### src/rtl/core_mem.sv
// core_mem: memory-access pipeline stage between EX and WB.
// Ports: EX handshake and operands in, data-bus req/gnt/rvalid, WB bundle out.
module core_mem #(
    parameter int XLEN    = 32,
    parameter int RFIDX_W = 5
) (
    input  logic               clk,
    input  logic               rst_n,
    input  logic               ex_valid_i,
    output logic               ex_ready_o,
    input  logic [XLEN-1:0]    pc_i,
    input  logic [XLEN-1:0]    instr_i,
    input  logic [RFIDX_W-1:0] rsd_idx_i,
    input  logic               rf_wen_i,
    input  logic [XLEN-1:0]    alu_res_i,
    input  logic [XLEN-1:0]    store_data_i,
    input  logic               ld_i,
    input  logic               st_i,
    input  logic [1:0]         size_i,
    input  logic               unsigned_i,
    output logic               dmem_req_o,
    output logic               dmem_we_o,
    output logic [XLEN-1:0]    dmem_addr_o,
    output logic [3:0]         dmem_be_o,
    output logic [XLEN-1:0]    dmem_wdata_o,
    input  logic               dmem_gnt_i,
    input  logic               dmem_rvalid_i,
    input  logic [XLEN-1:0]    dmem_rdata_i,
    output logic               wb_valid_o,
    output logic [XLEN-1:0]    pc_o,
    output logic [XLEN-1:0]    instr_o,
    output logic [RFIDX_W-1:0] rsd_idx_o,
    output logic [XLEN-1:0]    rsd_data_o,
    output logic               rf_wen_o,
    output logic               misalign_o
);

    typedef enum logic [1:0] {
        IDLE,
        REQ,
        WAIT
    } state_t;

    state_t state;
    state_t state_nxt;

    logic               accept;
    logic               is_mem;
    logic               mis_in;
    logic               fast_done;

    logic [XLEN-1:0]    pc_q;
    logic [XLEN-1:0]    instr_q;
    logic [RFIDX_W-1:0] idx_q;
    logic               wen_q;
    logic [XLEN-1:0]    addr_q;
    logic [XLEN-1:0]    sdata_q;
    logic               st_q;
    logic [1:0]         size_q;
    logic               uns_q;

    logic [XLEN-1:0]    ld_shift;
    logic [XLEN-1:0]    ld_data;
    logic               store_done;
    logic               load_done;

    assign ex_ready_o = (state == IDLE);
    assign accept     = ex_valid_i && ex_ready_o;
    assign is_mem     = ld_i || st_i;

    // size_i[1] covers word (and the unused 2'b11 code, treated as word)
    assign mis_in = is_mem &&
                    (((size_i == 2'b01) && alu_res_i[0]) ||
                     (size_i[1] && (alu_res_i[1:0] != 2'b00)));

    // Instructions that complete straight out of IDLE without the bus
    assign fast_done  = accept && (!is_mem || mis_in);
    assign store_done = (state == REQ) && dmem_gnt_i && st_q;
    assign load_done  = (state == WAIT) && dmem_rvalid_i;

    always_ff @(posedge clk or negedge rst_n) begin
        if (!rst_n) begin
            state <= IDLE;
        end else begin
            state <= state_nxt;
        end
    end

    always_comb begin
        state_nxt = state;
        unique case (state)
            IDLE: begin
                if (accept && is_mem && !mis_in) begin
                    state_nxt = REQ;
                end
            end
            REQ: begin
                if (dmem_gnt_i) begin
                    state_nxt = st_q ? IDLE : WAIT;
                end
            end
            WAIT: begin
                if (dmem_rvalid_i) begin
                    state_nxt = IDLE;
                end
            end
            default: state_nxt = IDLE;
        endcase
    end

    always_ff @(posedge clk or negedge rst_n) begin
        if (!rst_n) begin
            pc_q    <= '0;
            instr_q <= '0;
            idx_q   <= '0;
            wen_q   <= 1'b0;
            addr_q  <= '0;
            sdata_q <= '0;
            st_q    <= 1'b0;
            size_q  <= 2'b00;
            uns_q   <= 1'b0;
        end else if (accept) begin
            pc_q    <= pc_i;
            instr_q <= instr_i;
            idx_q   <= rsd_idx_i;
            wen_q   <= rf_wen_i;
            addr_q  <= alu_res_i;
            sdata_q <= store_data_i;
            st_q    <= st_i;
            size_q  <= size_i;
            uns_q   <= unsigned_i;
        end
    end

    assign dmem_req_o  = (state == REQ);
    assign dmem_we_o   = st_q;
    assign dmem_addr_o = {addr_q[XLEN-1:2], 2'b00};

    always_comb begin
        dmem_be_o    = 4'b1111;
        dmem_wdata_o = sdata_q;
        unique case (size_q)
            2'b00: begin
                dmem_be_o    = 4'b0001 << addr_q[1:0];
                dmem_wdata_o = {4{sdata_q[7:0]}};
            end
            2'b01: begin
                dmem_be_o    = 4'b0011 << addr_q[1:0];
                dmem_wdata_o = {2{sdata_q[15:0]}};
            end
            default: begin
                dmem_be_o    = 4'b1111;
                dmem_wdata_o = sdata_q;
            end
        endcase
    end

    // Bring the addressed lane down to bit 0, then extend
    assign ld_shift = dmem_rdata_i >> {addr_q[1:0], 3'b000};

    always_comb begin
        ld_data = dmem_rdata_i;
        unique case (size_q)
            2'b00: ld_data = {{(XLEN-8){~uns_q & ld_shift[7]}},
                              ld_shift[7:0]};
            2'b01: ld_data = {{(XLEN-16){~uns_q & ld_shift[15]}},
                              ld_shift[15:0]};
            default: ld_data = dmem_rdata_i;
        endcase
    end

    always_ff @(posedge clk or negedge rst_n) begin
        if (!rst_n) begin
            wb_valid_o <= 1'b0;
            pc_o       <= '0;
            instr_o    <= '0;
            rsd_idx_o  <= '0;
            rsd_data_o <= '0;
            rf_wen_o   <= 1'b0;
            misalign_o <= 1'b0;
        end else begin
            wb_valid_o <= 1'b0;
            if (fast_done) begin
                wb_valid_o <= 1'b1;
                pc_o       <= pc_i;
                instr_o    <= instr_i;
                rsd_idx_o  <= rsd_idx_i;
                rsd_data_o <= alu_res_i;
                rf_wen_o   <= rf_wen_i && !mis_in;
                misalign_o <= mis_in;
            end else if (store_done) begin
                wb_valid_o <= 1'b1;
                pc_o       <= pc_q;
                instr_o    <= instr_q;
                rsd_idx_o  <= idx_q;
                rf_wen_o   <= 1'b0;
                misalign_o <= 1'b0;
            end else if (load_done) begin
                wb_valid_o <= 1'b1;
                pc_o       <= pc_q;
                instr_o    <= instr_q;
                rsd_idx_o  <= idx_q;
                rsd_data_o <= ld_data;
                rf_wen_o   <= wen_q;
                misalign_o <= 1'b0;
            end
        end
    end

endmodule

### config.mk
export PLATFORM = sky130hd
export DESIGN_NAME = core_mem
export DESIGN_NICKNAME = d
export VERILOG_FILES = /design/src/rtl/core_mem.sv
export SDC_FILE = /design/constraint.sdc
export NUM_CORES = 1
export LEC_CHECK = 0
export CAP_MARGIN = 20
export CORE_ASPECT_RATIO = 1.25
export CORE_MARGIN = 8
export CORE_UTILIZATION = 35
export DETAILED_ROUTE_END_ITERATION = 10
export GPL_TIMING_DRIVEN = 0
export PLACE_DENSITY = 0.75
export SETUP_SLACK_MARGIN = 0.1
export SYNTH_ARGS = -nofsm -noshare
export SYNTH_HDL_FRONTEND = slang
export SYNTH_SLANG_ARGS = --single-unit
### constraint.sdc
create_clock -name clk -period 2.3 [get_ports clk]
set_clock_uncertainty 0.2 [all_clocks]
set_input_delay 0.46 -clock clk [delete_from_list [all_inputs] [get_ports clk]]
set_output_delay 0.46 -clock clk [all_outputs]
set_load 0.01 [all_outputs]
==> impl_results.md <==
* Required @ worst endpoint at 1640 ps
* Die area at between 30000 and 40000 µm²
* Clock Path Buffers at 3
* Initial Utilization at 0.354
* Count of final setup violators at between 90 and 100
* H-tree levels at 1
* Final global-route overflow total at 0
* Tightest Pin Transition at between 600 and 700 ps
* Clock power frac at 0.216
* Final WL at roughly 47 mm
* Setup TNS at -17980 ps
* Initial DRC Count at about 820
* DR WL/cell at 22.4 µm
* Cells after Synth at around 1200
* Crit path cell chain: clkbuf_8 > buf_8 > mux2_2 > dlygate4sd2_1
* Final min period at around 2500 ps
* Most frequent cells in the layout: 406 x nand2_1, 259 x clkdlybuf4s50_1, 241 x dfrtp_1
* Area Growth Syn to Fin at 61.1%
* R2R Path Start: state[1]
* Logic gate share of total power at 0.471
* Final worst-path cycle share at 1.11
* Placement Rows at 75
* Antenna violations before repair at 11
* Final Util at 0.570
* Worst setup startpoint: size_q[1]
* Vias at about 11000
* Top FF cell, synth: dfrtp_1
* Commonest non-fill, non-tap cell in the layout: nand2_1
* Leakage at approximately 9.2 nW
* Net switching power at 7.24 mW
* Seq/Total Area, Yosys at 0.517
* Vias per std cell at 5.22
* Clock root buffer: clkbuf_16
* CTS tree: yes
* Reg2reg setup slack at -220 ps
* Overall routing resource usage at 0.221
* Register bit count reported by yosys at about 240
* Crit path arrival time at 1890 ps
* Synth unique cells at 43
* CP peak stage delay at 370 ps
* Slew Limit Fails at 0
* Max-cap violation count at 0
* Core ar. at roughly 33000 µm²
* Die height at 221 µm
* Critical path class: reg -> out
* Number of synthesized flops with an enable pin at 0
* Final ANT Viol Nets at 0
* Hold_ws at 231 ps
* IO Port Bufs at ~350
* CTS Buf Count at 27
* Reg2reg end: pc_o[8]
* Hpwl dp at between 30 and 40 mm
* Setup WS post-layout at -247 ps
* FF-to-FF path depth at 10
* Pin count of the biggest net entering global routing at 114
* Sequential share of power at 0.313
* Critical Path Sink Type: primary output
* Post-synth ARST share at 1.00
* Yosys Warn Count at 0
* Critical-path top delay cell: dfrtp_1
* Die width at ~180 µm
* Top cell type's share of synthesized area at 0.517
* Synthesized cell area at 11800 µm²
* CTS Sinks at roughly 240
* Clk slew on worst S/H paths at roughly 70 ps
* Initial DRT Pass Iterations at 7
* Power Total at ~22 mW
* Failing checks: setup timing
* P_int at around 15 mW
* GPL Wtd Cong at 0.853
* Nets@finish at roughly 1800
* Clk_lat worst skew at 560 ps
* Final Hold Fails at 0
* Synth top area cells: dfrtp_1 52%, mux2_2 14%, nand2_1 13%
* RSZ-0062 raised after global routing: yes
* # fillers at 2753
* Switch share at 0.331
* Status: finished with violations
* CP Launch Type: flip-flop
* Syn_area_per_cell at between 10 and 15 µm²
* Max-slew headroom at 0.544
* Top cell type by total area after synthesis: dfrtp_1
* Last element of the critical path: dmem_wdata_o[21]
* Global-route wire length before repair at about 70 mm
* PwrDens at 1150 nW/µm²
* Worst Path Max Fanout at 10
* Min-Delay Path Class: in -> reg
* Layout cells sized above 1 at 0.283
* Peak Freq at between 300 and 400 MHz
* VDD IR-drop max at 0.819 mV
* DRC viols at 0
* IO Count at approximately 350
* Vias in the first global route at ~12000
[power by group through the flow]
stage | registers [mW] | clock network [mW] | logic [mW]
after floorplan | 7.05 | 0 | 3.78
after global placement | 6.77 | 0 | 8.29
after detailed placement | 6.83 | 0 | 8.45
after CTS | 6.82 | 4.83 | 9.83
after global routing | 7.04 | 5.01 | 10.9
final | 6.86 | 4.73 | 10.3
[final cells by class]
| type | instances | area, µm² | area share |
|---|---|---|---|
| Antenna cell | 10 | 25.0 | 0.00132 |
| Buffer | 120 | 1070 | 0.0564 |
| Clock buffer | 40 | 785 | 0.0412 |
| Clock inverter | 7 | 164 | 0.00861 |
| Inverter | 7 | 31.3 | 0.00164 |
| Multi-Input combinational cell | 794 | 5640 | 0.296 |
| Sequential cell | 244 | 6110 | 0.321 |
| Tap cell | 423 | 529 | 0.0278 |
| Timing Repair Buffer | 446 | 4680 | 0.246 |
[Yosys cell counts, types with 13 or more instances]
| master | count |
|---|---|
| nand2_1 | 407 |
| dfrtp_1 | 244 |
| mux2_2 | 143 |
| clkbuf_1 | 58 |
| buf_4 | 47 |
| o211ai_1 | 32 |
| nor2_1 | 24 |
| a31oi_1 | 18 |
| nand3_1 | 18 |
| mux2i_1 | 17 |
| o21ai_0 | 16 |
| a21oi_1 | 13 |
| nand3b_1 | 13 |
[per-stage QoR]
step                      setup WS [ps]  cell area (µm²)  instances
final                              -247            19000       2091
after CTS                          -276            18400       2054
after floorplan                   -58.1            11900       1168
after global placement           -10120            15900       1939
after global routing               -307            19000       2090
after detailed placement          -1270            16000       1941
[metal layers]
metal  up-vias  track usage  wire [µm]
li1       4879            -          -
met1      5386        0.241      17400
met2       525        0.382      23400
met3       132       0.0631       3520
met4         2        0.125       2390
met5         -            0         11
[timing repair]
item | in CTS | in global routing
pin swaps | 14 | 21
setup endpoints to repair | 307 | 185
hold buffers | 1 | 0
resized for setup | 420 | 103
setup buffers | 55 | 30
cloned | 12 | 6
endpoints found under the hold margin | 63 | 0
[critical path, delay by kind of cell, from the launching register on]
kind,cells,cell delay (ps)
buffers and inverters,3,620
multiplexers,1,330
flip-flops,1,370
[kinds of logic (layout without fill, tap and decap cells)]
group	after synthesis	count (layout)	share of synthesized area
flops	244	244	0.517
other cells	1	12	0.000317
simple gates	492	494	0.177
compound gates	125	125	0.0786
mux	173	173	0.167
buf+inv	132	620	0.0603
[state kept, by name, indices dropped and copies added (netlist names), 2 cells and up]
name and count:
addr_q 32, instr_o 32, instr_q 32, pc_o 32
pc_q 32, rsd_data_o 32, sdata_q 32, idx_q 5
rsd_idx_o 5, size_q 2, state 2
[how the worst min path moves through the flow]
stage	startpoint	to	slack, ps	cells past startpoint
finish	store_data_i[2]	sdata_q[2]	230	3
global route	store_data_i[24]	sdata_q[24]	220	3
CTS	store_data_i[16]	sdata_q[16]	200	3
detailed placement	rst_n	addr_q[30]	250	1
global placement	instr_q[31]	instr_q[31]	250	2
floorplan	rst_n	addr_q[0]	-40	0
Note: power is estimated with default switching activity, not from simulation.
